$ cat src/rtl/z_result_unit.sv
// Result capture stage behind the ALU: waits out multi-cycle op latency, latches the Z pair and HI/LO.
// Optional ZSTATUS_EN adds registered z_zero/z_neg flags taken from the captured low word.
module z_result_unit #(
    parameter int unsigned MUL_LAT = 2,
    parameter int unsigned DIV_LAT = 1
) (
    input  logic        clock,
    input  logic        clear,
    input  logic        start,
    input  logic [4:0]  op,
    input  logic [31:0] alu_hi,
    input  logic [31:0] alu_lo,
    input  logic        zhi_out,
    input  logic        zlo_out,
    output logic        busy,
    output logic        done,
    output logic [31:0] z_hi,
    output logic [31:0] z_lo,
    output logic [31:0] hi_q,
    output logic [31:0] lo_q,
    output logic [31:0] bus_out
`ifdef ZSTATUS_EN
    ,
    output logic        z_zero,
    output logic        z_neg
`endif
);

    localparam logic [1:0] ST_IDLE = 2'd0;
    localparam logic [1:0] ST_WAIT = 2'd1;
    localparam logic [1:0] ST_CAPT = 2'd2;
    localparam logic [1:0] ST_DONE = 2'd3;

    localparam logic [4:0] OP_MUL = 5'b10000;
    localparam logic [4:0] OP_DIV = 5'b01111;

    localparam logic [3:0] MUL_CNT = 4'(MUL_LAT);
    localparam logic [3:0] DIV_CNT = 4'(DIV_LAT);

    logic [1:0]  r_state;
    logic [3:0]  r_cnt;
    logic [4:0]  r_op_q;
    logic [31:0] r_z_hi;
    logic [31:0] r_z_lo;
    logic [31:0] r_hi;
    logic [31:0] r_lo;

    logic [1:0]  w_state_next;
    logic [3:0]  w_cnt_next;
    logic [4:0]  w_op_next;
    logic [3:0]  w_load_cnt;
    logic        w_capture;
    logic        w_hilo_wr;

    // Wait count chosen from the incoming op at the moment start is accepted
    always_comb begin
        w_load_cnt = 4'd0;
        if (op == OP_MUL) begin
            w_load_cnt = MUL_CNT;
        end else if (op == OP_DIV) begin
            w_load_cnt = DIV_CNT;
        end
    end

    always_comb begin
        w_state_next = r_state;
        w_cnt_next   = r_cnt;
        w_op_next    = r_op_q;
        case (r_state)
            ST_IDLE: begin
                if (start) begin
                    w_op_next  = op;
                    w_cnt_next = w_load_cnt;
                    if (w_load_cnt == 4'd0) begin
                        w_state_next = ST_CAPT;
                    end else begin
                        w_state_next = ST_WAIT;
                    end
                end
            end
            ST_WAIT: begin
                w_cnt_next = r_cnt - 4'd1;
                // The <= guards a zero count ever reaching WAIT, so it can never wrap
                if (r_cnt <= 4'd1) begin
                    w_state_next = ST_CAPT;
                end
            end
            ST_CAPT: begin
                w_state_next = ST_DONE;
            end
            ST_DONE: begin
                w_state_next = ST_IDLE;
            end
            default: begin
                w_state_next = ST_IDLE;
            end
        endcase
    end

    assign w_capture = (r_state == ST_CAPT);
    assign w_hilo_wr = w_capture && ((r_op_q == OP_MUL) || (r_op_q == OP_DIV));

    always_ff @(posedge clock or posedge clear) begin
        if (clear) begin
            r_state <= ST_IDLE;
            r_cnt   <= 4'd0;
            r_op_q  <= 5'd0;
        end else begin
            r_state <= w_state_next;
            r_cnt   <= w_cnt_next;
            r_op_q  <= w_op_next;
        end
    end

    always_ff @(posedge clock or posedge clear) begin
        if (clear) begin
            r_z_hi <= 32'd0;
            r_z_lo <= 32'd0;
        end else if (w_capture) begin
            r_z_hi <= alu_hi;
            r_z_lo <= alu_lo;
        end
    end

    always_ff @(posedge clock or posedge clear) begin
        if (clear) begin
            r_hi <= 32'd0;
            r_lo <= 32'd0;
        end else if (w_hilo_wr) begin
            r_hi <= alu_hi;
            r_lo <= alu_lo;
        end
    end

`ifdef ZSTATUS_EN
    logic r_z_zero;
    logic r_z_neg;

    always_ff @(posedge clock or posedge clear) begin
        if (clear) begin
            r_z_zero <= 1'b0;
            r_z_neg  <= 1'b0;
        end else if (w_capture) begin
            r_z_zero <= (alu_lo == 32'd0);
            r_z_neg  <= alu_lo[31];
        end
    end

    assign z_zero = r_z_zero;
    assign z_neg  = r_z_neg;
`endif

    assign busy = (r_state == ST_WAIT) || (r_state == ST_CAPT);
    assign done = (r_state == ST_DONE);
    assign z_hi = r_z_hi;
    assign z_lo = r_z_lo;
    assign hi_q = r_hi;
    assign lo_q = r_lo;

    // Low half wins when both bus enables are raised
    always_comb begin
        bus_out = 32'd0;
        if (zlo_out) begin
            bus_out = r_z_lo;
        end else if (zhi_out) begin
            bus_out = r_z_hi;
        end
    end

endmodule

$ cat config.mk
export PLATFORM = sky130hd
export DESIGN_NAME = z_result_unit
export DESIGN_NICKNAME = d
export VERILOG_FILES = /design/src/rtl/z_result_unit.sv
export SDC_FILE = /design/constraint.sdc
export NUM_CORES = 1
export LEC_CHECK = 0
export BUFFER_PORTS_ARGS = -buffer_cell sky130_fd_sc_hd__buf_2
export CAP_MARGIN = 20
export CORE_ASPECT_RATIO = 1.75
export CORE_UTILIZATION = 45
export CTS_CLUSTER_SIZE = 8
export DETAILED_ROUTE_END_ITERATION = 10
export GPL_TIMING_DRIVEN = 0
export HOLD_SLACK_MARGIN = 0.12
export PLACE_DENSITY = 0.75
export SYNTH_ARGS = -nofsm -noshare
export SYNTH_HDL_FRONTEND = slang
export SYNTH_SLANG_ARGS = --single-unit
export TNS_END_PERCENT = 100
$ cat constraint.sdc
create_clock -name clock -period 5.6 [get_ports clock]
set_clock_uncertainty 0.2 [all_clocks]
set_input_delay 0.28 -clock clock [delete_from_list [all_inputs] [get_ports clock]]
set_output_delay 0.28 -clock clock [all_outputs]
set_load 0.02 [all_outputs]
==> results of run 1 <==
==> flip-flops by register name, indices dropped and copies added, names as in the netlist <==
signal   cells
r_op_q       5
r_state      2
hi_q        32
r_cnt        4
z_lo        32
lo_q        32
z_hi        32
==> metal layers <==
metal	vias up	part of all wire [%]	GRT usage (%)
met5	-	0	0
met4	0	3.5	12.5
met3	47	4.7	5.25
met2	180	55	44.9
met1	2349	37	26.0
li1	2046	-	-
==> worst min-delay path by stage <==
stage / from / endpoint / slack [ps] / cells past startpoint
finish: start / r_state[0] / 160 / 4
global route: start / r_state[0] / 180 / 4
CTS: start / r_state[0] / 140 / 4
detailed placement: clear / z_lo[26] / 140 / 2
global placement: hi_q[13] / hi_q[13] / 290 / 1
floorplan: alu_hi[0] / hi_q[0] / 230 / 1
==> synth_stat cells, drive strengths merged <==
cell | count | share of area (%)
a21boi | 1 | 0.19
a21oi | 4 | 0.33
a22o | 28 | 4.1
a32o | 1 | 0.17
a32oi | 1 | 0.14
buf | 18 | 3.2
clkbuf | 3 | 0.19
dfrtp | 139 | 57
ha | 7 | 1.4
inv | 7 | 0.43
mux2 | 133 | 28
mux2i | 1 | 0.17
nand2 | 13 | 0.81
nand2b | 2 | 0.21
nand3 | 1 | 0.083
nand3b | 1 | 0.12
nand4 | 1 | 0.10
nor2 | 4 | 0.25
nor2b | 3 | 0.31
nor3 | 2 | 0.25
nor4 | 1 | 0.10
nor4bb | 1 | 0.17
o21ai | 9 | 0.74
o221ai | 1 | 0.14
o22ai | 1 | 0.10
o31ai | 2 | 0.25
or3 | 1 | 0.10
==> cell families (layout without fill, tap and decap cells) <==
family          count (synthesis)  after routing  synth area share [%]
fa+ha+maj                       7              7                  1.45
mux                           134            134                  28.6
flops                         139            139                  57.5
simple gates                   30             30                  2.50
buf+inv                        28            365                  3.82
compound gates                 48             48                  6.12
==> worst min-delay path: stages <==
cell	delay (ps)
buf_2	110
nand2b_1	170
nand2_1	100
a32oi_1	60
==> power by group through the flow <==
stage / Clock [uW] / Sequential [uW] / Combinational, uW
2_1_floorplan: 0 / 2320 / 1200
3_3_place_gp: 0 / 1810 / 2470
3_5_place_dp: 0 / 1840 / 2530
4_1_cts: 1180 / 1830 / 2580
5_1_grt: 1210 / 1900 / 2740
6_report: 1150 / 1840 / 2570
==> metrics by stage <==
step                      hold slack [ps]  total power, uW  setup slack [ps]
after floorplan                       228             3520              1400
after global placement                291             4280              64.4
after detailed placement              138             4370              3500
after CTS                             139             5590              3480
after global routing                  177             5850              3390
final                                 162             5560              3500
==> final cells by class <==
cell class                      count  area (um^2)  area share, %
Buffer                             21          205           2.34
Timing Repair Buffer              305         1900           21.6
Tap cell                          171          214           2.44
Clock buffer                       20          447           5.09
Clock inverter                     12          161           1.84
Multi-Input combinational cell    219         2340           26.7
Inverter                            7         31.3          0.356
Sequential cell                   139         3480           39.6
==> layout by cell type (no fill, tap or decap), types with 2 or more instances in the layout <==
| master | synthesis | layout |
|---|---|---|
| a21oi_1 | 4 | 4 |
| a22o_1 | 28 | 28 |
| buf_12 | 7 | 7 |
| buf_2 | 10 | 244 |
| bufinv_16 | 0 | 3 |
| clkbuf_1 | 3 | 5 |
| clkbuf_16 | 0 | 17 |
| clkinvlp_4 | 0 | 3 |
| dfrtp_1 | 139 | 139 |
| dlygate4sd3_1 | 0 | 70 |
| ha_1 | 7 | 7 |
| inv_1 | 7 | 6 |
| inv_6 | 0 | 5 |
| mux2_2 | 73 | 73 |
| mux2_4 | 60 | 60 |
| nand2_1 | 13 | 13 |
| nand2b_1 | 2 | 2 |
| nor2_1 | 4 | 4 |
| nor2b_1 | 3 | 3 |
| o21ai_0 | 9 | 9 |
| o31ai_1 | 2 | 2 |
==> out/summary.txt, run 1 <==
Status: finished, final reports clean
First-pass GRT wire length: 25600 um
Tcrit/Tclk final: 37.5%
Routed Antenna Nets: 0
Syn Area/Cell: 15.7 um^2
CTS Hold Buffers Added: 70
Final core utilization: 67.5%
Net Sw Power: 2180 uW
Die Area: 13900 um^2
Required @ worst endpoint: 5690 ps
Slew Viols, Final: 0
RSZ-0062 raised after global routing: false
Finished Cell Area: 8780 um^2
Gr ovfl total: 0
Max frequency: 476 MHz
Hold Crit Class: in2reg
LEAKAGE: 0.00434 uW
Slew headroom: 52.6%
Yosys cell types: 31
R2R Path End: z_lo[19]
Critical Path End: z_lo[19]
GR Util All Layers: 24.8%
Starting Density: 46.5%
Critical Path Stages: 5
Placed Area: 7470 um^2
Clock power share: 20.7%
Switching part of the total: 39.2%
Routability congestion estimate: 0.795
Post-CTS Repair Setup Buffers: 0
Arrival @ worst endpoint: 2190 ps
Critical path, cell by cell: inv_1, ha_1, buf_2, buf_2, mux2_2
Final HPWL DP: 11400 um
Largest net degree at the start of global routing: 93
FF-to-FF path depth: 5
Reg clk slew, reported paths: 60 ps
Vias in the first global route: 5071
First drt pass iteration count: 6
NumNets Final: 791
Slew @ Worst Pin: 701 ps
Buf+Inv Stages, Crit Path: 3
Share of post-route cells with drive strength above 1: 57.8%
Die Width: 89.7 um
Initial drt markers: 152
Vias per cell: 5.17
Fin crit period: 2100 ps
Final setup violation count: 0
Internal Power: 3380 uW
Critical Path Start: r_state[0]
Critical path's top delay family: buffers and inverters
Vias after detailed routing: 4622
Final wirelength: 16600 um
TNS Setup: 0 ps
Crit Path Max Fanout: 10
Clk sinks: 139
Num rows: 55
Longest Clk Path Bufs: 2
Routed WL per cell: 18.5 um
Final Hold Viols: 0
WS Path Type: reg2reg
Max-cap viol count: 0
Clock root buffer: clkbuf_16
Count of input and output buffers: 234
CP Capture Type: flip-flop
Placed insts: 792
Startpoint types: flip-flop
Post-Synthesis Net Count: 467
Netlist Area Pre-Place: 6050 um^2
I/O pin count: 236
Worst vdd ir: 0.375 mV
Fill count: 941
Combinational power share: 46.3%
Drt drc: 0
Post-synthesis sequential area ratio: 57.5%
Reg-to-Reg Start: r_state[0]
Yosys warns: 0
# resized after CTS: 0
Area growth from synthesis to layout: 45.0%
Slowest CP cell: dfrtp_1
H-Tree Depth: 4
Worst-Skew Late Latency: 410 ps
CTS tree: built
Pwr dens: 634 nW/um^2
Crit-path most repeated cell: buf_2
CP peak stage delay: 410 ps
Mapped Cells: 386
Num CTS Buffers: 17
Core area: 13000 um^2
Antenna Cells: 0
Post-Layout Cell Count: 894
Reg power frac: 33.0%
Yosys reg bits: 139
Initial antenna violation count: 0
Die H: 155 um
FF-to-FF setup slack: 3500 ps
Note: power is estimated with default switching activity, not from simulation.
==> inputs of run 2 (changes only) <==
CORE_UTILIZATION = 44   (was 45)
PLACE_DENSITY = 0.76   (was 0.75)
clock period = 1.9 ns   (was 5.6 ns; I/O delays follow)
==> out/summary.txt, run 2 (same netlist as run 1, synthesis figures left out) <==
Status: finished, final reports clean
Worst-Skew Late Latency: 400 ps
RSZ-0062 raised after global routing: true
Pwr dens: 1860 nW/um^2
Slew @ Worst Pin: 677 ps
Final HPWL DP: 11600 um
Clock root buffer: clkbuf_16
Fin crit period: 1890 ps
Final hold slack: 167 ps
Vias in the first global route: 5067
H-Tree Depth: 4
Area growth from synthesis to layout: 47.9%
I/O pin count: 236
Slew headroom: 54.3%
Max-cap viol count: 0
Starting Density: 45.2%
CTS tree: built
Required @ worst endpoint: 1980 ps
CP Capture Type: flip-flop
Share of post-route cells with drive strength above 1: 58.7%
Num CTS Buffers: 17
Antenna Cells: 0
Final Hold Viols: 0
Initial antenna violation count: 0
Vias per cell: 5.13
Core area: 13400 um^2
Commonest non-fill, non-tap cells in the layout: buf_2, dfrtp_1, mux2_2, dlygate4sd3_1, mux2_4
Die Area: 14200 um^2
Finished Cell Area: 8950 um^2
Startpoint types: flip-flop
Max frequency: 529 MHz
Hold Crit Class: in2async
Crit Path Max Fanout: 10
Arrival @ worst endpoint: 1970 ps
Num rows: 56
Gr ovfl total: 0
LEAKAGE: 0.00440 uW
Drt drc: 0
Die Width: 90.7 um
Routed WL per cell: 19.0 um
Final wirelength: 17200 um
Final setup violation count: 0
NumNets Final: 798
Most common cell after layout, fill and taps aside: buf_2
Largest net degree at the start of global routing: 46
Worst vdd ir: 1.02 mV
Routability congestion estimate: 0.808
WS Path Type: reg2reg
Routed Antenna Nets: 0
Slew Viols, Final: 0
Placed Area: 7500 um^2
Tcrit/Tclk final: 99.5%
GR Util All Layers: 24.3%
Longest Clk Path Bufs: 2
Fill count: 934
First drt pass iteration count: 4
Vias after detailed routing: 4631
Reg clk slew, reported paths: 60 ps
Clk sinks: 139
Initial drt markers: 128
First-pass GRT wire length: 26600 um
Die H: 157 um
Count of input and output buffers: 234
-- run 2: final timing paths --
path	startpoint	slack [ps]	depth (start not counted)	end
max in group asynchronous	clear	440	4	z_hi[4]
worst min register to register	lo_q[19]	300	1	lo_q[19]
worst min-delay path	clear	170	4	z_lo[3]
min in group clock	alu_hi[7]	270	3	hi_q[7]
worst max-delay path	r_state[0]	10	6	hi_q[14]
worst max register to register	r_state[0]	10	6	hi_q[14]
-- run 2: where the power goes --
| part | leakage (uW) | switching (uW) | internal [uW] |
|---|---|---|---|
| clock | 0.000296 | 1280 | 2200 |
| combinational | 0.00241 | 4130 | 3600 |
| sequential | 0.00169 | 1050 | 4380 |
| total | 0.00440 | 6460 | 10200 |
-- run 2: through the flow --
step / power (uW) / TNS, ps / utilization [%] / instances / worst slack, ps
after floorplan: 10400 / -18090 / - / 386 / -130
after global placement: 12600 / -134030 / 55.6 / 794 / -901
after detailed placement: 12900 / -21150 / 56.1 / 797 / -303
after CTS: 16700 / 0 / 66.4 / 899 / 4.17
after global routing: 17500 / -858 / 66.9 / 902 / -30.0
final: 16600 / 0 / 66.9 / 902 / 9.84
-- run 2: critical path, stage by stage (launching register included) --
cell and delay [ps]:
dfrtp_1 410, inv_2 120, ha_4 170, a21boi_2 200
buf_12 180, buf_12 160, mux2_4 310
-- run 2: area by class of cell --
cell class,instances,area (um^2),share of cell area [%]
inverters,7,30.0,0.335
plain buffers,21,229,2.56
flip-flops and latches,139,3480,38.9
well taps,174,218,2.43
multi-input cells,219,2370,26.4
clock inverters,13,196,2.19
repair buffers,312,2010,22.4
clock buffers,17,425,4.75
-- run 2: timing repair --
item,CTS,global route
hold endpoints to repair,233,9
resized for setup,12,3
hold buffers,72,2
setup buffers,0,1
endpoints found under the setup margin,120,81
pin swaps,0,1
cloned,0,1
-- run 2: per-layer routing --
metal	vias to the layer above	share of wire, %	track usage [%]
li1	2056	-	-
met1	2320	37	26.7
met2	203	55	44.5
met3	52	4.3	4.20
met4	0	3.6	13.0
met5	-	0	0
==> inputs of run 3 (changes only) <==
RECOVER_POWER = 100   (was default)
==> out/summary.txt, run 3 (same netlist as run 1, synthesis figures left out) <==
Reg power frac: 33.6%
Routability congestion estimate: 0.808
Longest Clk Path Bufs: 2
Startpoint types: flip-flop
Placed insts: 797
RSZ-0062 raised after global routing: true
Internal Power: 9760 uW
Fin crit period: 1890 ps
Switching part of the total: 40.1%
Critical path, cell by cell: inv_2, ha_4, a21boi_2, buf_12, buf_12, mux2_4
CP Capture Type: flip-flop
Slew headroom: 30.1%
CTS tree: built
Buf+Inv Stages, Crit Path: 3
Largest net degree at the start of global routing: 46
Worst vdd ir: 0.980 mV
Clock root buffer: clkbuf_16
Combinational power share: 45.0%
First-pass GRT wire length: 26600 um
Most common cell after layout, fill and taps aside: clkbuf_1
Core area: 13400 um^2
Slew Viols, Final: 0
Num rows: 56
Tcrit/Tclk final: 99.5%
WS Path Type: reg2reg
Clock power share: 21.4%
Max-cap viol count: 0
Clk sinks: 139
Finished Cell Area: 8730 um^2
GR Util All Layers: 24.3%
Post-Layout Cell Count: 902
Starting Density: 45.2%
Die Area: 14200 um^2
Vias per cell: 5.14
Final wirelength: 17300 um
Final core utilization: 65.2%
Final setup violation count: 0
Slew @ Worst Pin: 1050 ps
TNS Setup: 0 ps
Num CTS Buffers: 17
Gr ovfl total: 0
Final hold slack: 275 ps
Final Hold Viols: 0
Share of post-route cells with drive strength above 1: 39.7%
Worst-Skew Late Latency: 400 ps
Vias after detailed routing: 4637
Placed Area: 7500 um^2
Required @ worst endpoint: 1980 ps
Die Width: 90.7 um
Crit-path most repeated cell: buf_12
Count of input and output buffers: 234
Final HPWL DP: 11600 um
I/O pin count: 236
First drt pass iteration count: 4
LEAKAGE: 0.00395 uW
H-Tree Depth: 4
Vias in the first global route: 5067
Hold Crit Class: in2reg
Arrival @ worst endpoint: 1970 ps
Drt drc: 0
Antenna Cells: 0
NumNets Final: 798
Pwr dens: 1870 nW/um^2
Critical path's top delay family: buffers and inverters
Initial antenna violation count: 0
Slowest CP cell: dfrtp_1
Die H: 157 um
Routed WL per cell: 19.2 um
Crit Path Max Fanout: 10
Max frequency: 529 MHz
Area growth from synthesis to layout: 44.2%
Initial drt markers: 117
Commonest non-fill, non-tap cells in the layout: clkbuf_1, dfrtp_1, buf_2
Net Sw Power: 6520 uW
CP peak stage delay: 410 ps
Status: finished, final reports clean
Reg clk slew, reported paths: 60 ps
Routed Antenna Nets: 0
## run 3: cell count changes in the layout (fill, tap and decap cells not counted), sizes merged
cell,before,now
buf,256,97
clkbuf,21,180
## run 3: per-stage QoR
step	worst slack [ps]	total power, uW
global route	-30.0	17100
global placement	-901	12600
finish	8.95	16300
floorplan	-130	10400
CTS	4.17	16700
detailed placement	-303	12900
## run 3: final cells by class
| class | count | area [um^2] |
|---|---|---|
| sequential | 139 | 3480 |
| buffer | 21 | 214 |
| timing repair buffer | 312 | 1800 |
| clock inverter | 13 | 196 |
| inverter | 7 | 27.5 |
| fill | 1029 | 4660 |
| clock buffer | 17 | 425 |
| multi-input combinational | 219 | 2370 |
| tap | 174 | 218 |
## run 3: routing by layer
| metal | share of wire, % | global-route usage, % | routed length (um) | vias to the layer above |
|---|---|---|---|---|
| met5 | 0 | 0 | 0 | - |
| met3 | 4.2 | 4.20 | 719 | 45 |
| li1 | - | - | - | 2053 |
| met1 | 37 | 26.7 | 6460 | 2349 |
| met4 | 3.3 | 13.0 | 565 | 0 |
| met2 | 55 | 44.5 | 9550 | 190 |
## run 3: path summary, 6_finish.rpt
check | startpoint | to | slack, ps | depth (start not counted)
max | r_state[0] | hi_q[14] | 9 | 6
min | alu_hi[7] | hi_q[7] | 280 | 3
max reg2reg | r_state[0] | hi_q[14] | 9 | 6
min reg2reg | lo_q[19] | lo_q[19] | 310 | 1
max in group asynchronous | clear | hi_q[11] | 210 | 5
min in group asynchronous | clear | z_lo[3] | 460 | 4
## run 3: worst min-delay path: cells and delay by family
family,cells,cell delay (ps)
buffers and inverters,2,630
multiplexers,1,130
## run 3: repair_timing
item                                    in CTS  in global routing
hold endpoints to repair                   233                  9
endpoints found under the setup margin     120                 81
cloned                                       0                  1
gates resized for setup                     12                  3
setup buffers                                0                  1
pin swaps                                    0                  1
hold buffers                                72                  2
## run 3: power by group through the flow
| stage | registers (uW) | clock network, uW | logic [uW] |
|---|---|---|---|
| 2_1_floorplan | 6830 | 0 | 3530 |
| 3_3_place_gp | 5340 | 0 | 7260 |
| 3_5_place_dp | 5430 | 0 | 7470 |
| 4_1_cts | 5400 | 3540 | 7720 |
| 5_1_grt | 5640 | 3670 | 7770 |
| 6_report | 5480 | 3480 | 7320 |
